## src/rtl/scoreboard_registros.sv

```systemverilog
// Register-write scoreboard: per-register outstanding-write counters that gate
// issue on RAW hazards and counter headroom, retired by writeback.

module scoreboard_registros_cnt #(
  parameter int CNT_W = 2
) (
  input  logic             clk,
  input  logic             reset,
  input  logic             flush,
  input  logic             inc,
  input  logic             dec,
  output logic [CNT_W-1:0] cnt,
  output logic [CNT_W-1:0] cnt_next
);
  always_comb begin
    cnt_next = cnt;
    if (flush)             cnt_next = '0;
    else if (inc && !dec)  cnt_next = cnt + CNT_W'(1);
    else if (dec && !inc)  cnt_next = cnt - CNT_W'(1);
  end

  always_ff @(posedge clk) begin
    if (!reset) cnt <= '0;
    else        cnt <= cnt_next;
  end
endmodule

module scoreboard_registros #(
  parameter int CNT_W = 2,
  parameter int TOT_W = 6
) (
  input  logic             clk,
  input  logic             reset,
  input  logic             flush,
  input  logic             issue_valid,
  input  logic [4:0]       issue_rs1,
  input  logic [4:0]       issue_rs2,
  input  logic             issue_use_rs1,
  input  logic             issue_use_rs2,
  input  logic [4:0]       issue_rd,
  input  logic             issue_wr_rd,
  output logic             issue_ready,
  input  logic             wb_valid,
  input  logic [4:0]       wb_rd,
  output logic [31:0]      busy_mask,
  output logic [TOT_W-1:0] pending_total,
  output logic             error
);
  typedef struct packed {
    logic [4:0] rs1;
    logic [4:0] rs2;
    logic [4:0] rd;
    logic       use_rs1;
    logic       use_rs2;
    logic       wr_rd;
  } issue_req_t;

  localparam logic [CNT_W-1:0] CNT_MAX = '1;

  issue_req_t             req;
  logic [31:0][CNT_W-1:0] cnt, cnt_next;
  logic [31:1]            inc, dec;
  logic [31:0]            busy_next;
  logic                   raw1, raw2, sat;
  logic                   issue_fire, wb_fire, wb_hit, dec_any;

  assign req = '{rs1: issue_rs1, rs2: issue_rs2, rd: issue_rd,
                 use_rs1: issue_use_rs1, use_rs2: issue_use_rs2, wr_rd: issue_wr_rd};

  // x0 is never tracked: its slot is tied to zero
  assign cnt[0]       = '0;
  assign cnt_next[0]  = '0;
  assign busy_next[0] = 1'b0;

  // Hazards look only at pre-edge counters: no same-cycle writeback bypass
  assign raw1 = req.use_rs1 && (req.rs1 != 5'd0) && (cnt[req.rs1] != '0);
  assign raw2 = req.use_rs2 && (req.rs2 != 5'd0) && (cnt[req.rs2] != '0);
  assign sat  = req.wr_rd   && (req.rd  != 5'd0) && (cnt[req.rd] == CNT_MAX);

  assign issue_ready = reset && !flush && !(raw1 || raw2 || sat);
  assign issue_fire  = issue_valid && issue_ready && req.wr_rd && (req.rd != 5'd0);
  assign wb_fire     = wb_valid && (wb_rd != 5'd0);
  assign wb_hit      = (cnt[wb_rd] != '0);
  assign dec_any     = wb_fire && wb_hit && !flush;

  for (genvar r = 1; r < 32; r++) begin : g_reg
    assign inc[r] = issue_fire && (req.rd == 5'(r));
    assign dec[r] = wb_fire && (wb_rd == 5'(r)) && (cnt[r] != '0);

    scoreboard_registros_cnt #(.CNT_W(CNT_W)) u_cnt (
      .clk      (clk),
      .reset    (reset),
      .flush    (flush),
      .inc      (inc[r]),
      .dec      (dec[r]),
      .cnt      (cnt[r]),
      .cnt_next (cnt_next[r])
    );

    assign busy_next[r] = |cnt_next[r];
  end

  always_ff @(posedge clk) begin
    if (!reset) begin
      busy_mask     <= '0;
      pending_total <= '0;
      error         <= 1'b0;
    end else begin
      busy_mask <= busy_next;
      if (flush) pending_total <= '0;
      else       pending_total <= pending_total + TOT_W'(issue_fire) - TOT_W'(dec_any);
      // Stray writeback sticks until reset; flush does not clear it
      if (!flush && wb_fire && !wb_hit) error <= 1'b1;
    end
  end
endmodule

```

## config.mk

```make
export PLATFORM = sky130hd
export DESIGN_NAME = scoreboard_registros
export DESIGN_NICKNAME = d
export VERILOG_FILES = /design/src/rtl/scoreboard_registros.sv
export SDC_FILE = /design/constraint.sdc
export NUM_CORES = 1
export LEC_CHECK = 0
export CORE_UTILIZATION = 58
export DETAILED_ROUTE_END_ITERATION = 8
export GPL_TIMING_DRIVEN = 0
export PLACE_DENSITY = 0.76
export SLEW_MARGIN = 5
export SYNTH_ARGS = -nofsm -noshare
export SYNTH_HDL_FRONTEND = slang
export SYNTH_SLANG_ARGS = --single-unit
```

## constraint.sdc

```tcl
create_clock -name clk -period 5.4 [get_ports clk]
set_clock_uncertainty 0.2 [all_clocks]
set_input_delay 1.08 -clock clk [delete_from_list [all_inputs] [get_ports clk]]
set_output_delay 1.08 -clock clk [all_outputs]
set_load 0.005 [all_outputs]
```

==> flow_metrics.tcl <==
set metrics [dict create \
    status "finished clean" \
    synth_warnings 0 \
    remaining_drc_errors 0 \
    placed_cell_area_um2 8880 \
    pin_count 68 \
    ir_drop_mv 0.160 \
    criticalPathCategory "input port to output pin" \
    synth-edff-count 0 \
    cts_root_buffer "clkbuf_16" \
    register_area_um2 2000 \
    yosysUniqueCellTypes 67 \
    hold_viol 0 \
    chipWidth_um 120 \
    grt.overflow.total 0 \
    ys.flop_type "dfxtp_1" \
    mostFrequentLayoutCell "dfxtp_1" \
    rows 42 \
    multiInputGateArea_um2 5510 \
    cts_tree "done" \
    fin_crit_sh 0.982 \
    hold_ws_ns 0.271 \
    dp_hpwl_um 20400 \
    rr_worst_depth 18 \
    clockBufferDepth 2 \
    dieArea_um2 14400 \
    grt_pass1_wl_um 42500 \
    finalCriticalPeriod_ns 5.30 \
    via_count 8627 \
    diodes 0 \
    ff2ff_setup_slack_ns 0.95 \
    cts_buffers 9 \
    hold_path_startpoint "error" \
    grt_max_degree 19 \
    seq_area_frac_synth 0.248 \
    drt_first_iter_violations 1325 \
    initial_core_util 0.602 \
    synthToLayoutAreaGrowth_pct 15.1 \
    slew-limit-headroom 0.362 \
    routed_via_density 6.76 \
    io_buffers 59 \
    slew_viol_final 0 \
    nNetsFinal 1161 \
    postCtsHoldBufs 0 \
    worstHoldPathCells 1 \
    gp_congestion 1.03 \
    cp-end-kind "output pin" \
    most-common-layout-cells "dfxtp_1, nor3_1, inv_1" \
    setup-violations-final 0 \
    synth_nets 1085 \
    insertion_delay_ns 0.37 \
    antenna_left 0 \
    cp_max_fo 10 \
    worst_slew_pin_slew_ns 0.958 \
    syn-cell-area_um2 8070 \
    h-tree-depth 3 \
    critPathLaunchType "input port" \
    first_pass_iters 6 \
    timing.critical_path.arrival_ns 4.02 \
    fillerInstances 1179 \
    avgRoutedWirePerCell_um 21.7 \
    grt_pass1_vias 7685 \
    final_area_um2 9290 \
    cts_sinks 100 \
    core_um2 13400 \
    synthArstFlopShare 0 \
    hp-class "flip-flop to flip-flop" \
    antenna_found_initial 0 \
    synthCells 1019 \
    whs_endpoint "error" \
    r2r_end "pending_total[5]" \
    path_clk_slew_ns 0.06 \
    ys_ff_latch 100 \
    cap_violations 0 \
    r2r_start "g_reg[15].u_cnt.cnt[1]" \
    die_h_um 120 \
    routed_wl_um 27700 \
    drive_above_1_share 0.0936 \
    required_ns 4.12 \
    power_density_nw_per_um2 187 \
    syn_area_per_cell_um2 7.92 \
    grt_usage 0.389 \
    fmax_mhz 189 \
    p_leak_nw 3.11 \
]
worst max path at each step:
stage	startpoint	end	slack [ns]	cells past startpoint
floorplan	issue_rd[1]	pending_total[4]	0.60	20
global placement	issue_rd[0]	pending_total[4]	-0.49	19
detailed placement	issue_rd[0]	pending_total[4]	-0.48	19
CTS	issue_rs2[3]	issue_ready	0.02	9
global route	issue_rs2[3]	issue_ready	-0.002	9
finish	issue_rs2[3]	issue_ready	0.1	9
registers in the layout, indices dropped and copies added, names as in the netlist:
name,flops
pending_total,6
error,1
busy_mask,31
g.u_cnt.cnt,62
routing by layer:
metal / vias to the layer above / GRT usage / part of all wire
met5: - / 0 / 0
met4: 0 / 0.207 / 0.052
met3: 114 / 0.0979 / 0.13
met2: 580 / 0.585 / 0.42
met1: 3960 / 0.509 / 0.40
li1: 3973 / - / -
layout make-up:
type / count / share of cell area
inverters: 75 / 0.0303
well taps: 176 / 0.0237
flip-flops and latches: 100 / 0.216
plain buffers: 58 / 0.0310
repair buffers: 66 / 0.0693
multi-input cells: 785 / 0.594
clock inverters: 3 / 0.00728
clock buffers: 13 / 0.0291
worst max-delay path: stages:
cell and delay, ns:
clkdlybuf4s50_1 0.65, mux4_2 0.34, mux2i_1 0.23, a32oi_2 0.17, a31oi_4 0.34, buf_2 0.36, buf_2 0.31, nor2_2 0.08
clkdlybuf4s50_1 0.44
timing repair:
item | 4_1_cts | 5_1_grt
resized for setup | 1 | 2
endpoints found under the setup margin | 3 | 3
pin swaps | 2 | 0
setup buffers | 1 | 6
report_power, final:
group	internal, mW	switching, mW	leakage (nW)
clock network	0.444	0.295	0.162
logic	0.0895	0.162	2.14
registers	0.742	0.00324	0.806
Yosys cell counts, types with 6 or more instances:
library cell	count	area (um^2)
o211a_1	7	70.1
mux2_2	10	113
or2_2	6	37.5
ha_1	37	463
and3_1	18	113
a21boi_0	9	67.6
or3_1	38	238
mux4_2	23	518
dfxtp_1	100	2000
a21oi_1	72	360
mux2i_1	32	320
nand2_1	70	263
nor2b_1	13	81.3
nand3_1	57	285
nor4_1	6	37.5
o22ai_1	7	43.8
a21o_1	23	173
a311oi_1	21	184
nor3_1	82	410
nand2b_1	16	100
nor2_1	55	206
inv_1	75	282
nand4_1	8	50.1
a211oi_1	42	315
buf_2	18	90.1
o21ai_0	11	55.1
o21a_1	8	60.1
nor3b_1	18	135
clkbuf_1	32	120
a31oi_1	19	119
per-stage QoR:
stage	util	setup TNS [ns]	std cells	total power [mW]	setup slack (ns)
after global routing	0.693	-0.00185	1276	1.78	-0.00185
after CTS	0.689	0	1270	1.73	0.0237
after floorplan	-	0	1019	0.900	0.599
final	0.693	0	1276	1.74	0.0971
after detailed placement	0.663	-1.46	1254	0.998	-0.484
after global placement	0.663	-1.48	1254	0.997	-0.494
cells by family after synthesis:
kind of cell | synth area share
AOI/OAI and AO/OA | 0.226
xor gates and xnor gates | 0.00760
adders and majority gates | 0.0598
buffers and inverters | 0.0712
DFF | 0.248
muxes | 0.118
other | 0.000465
and+or+nand+nor | 0.269
(Power assumes the default switching activity.)
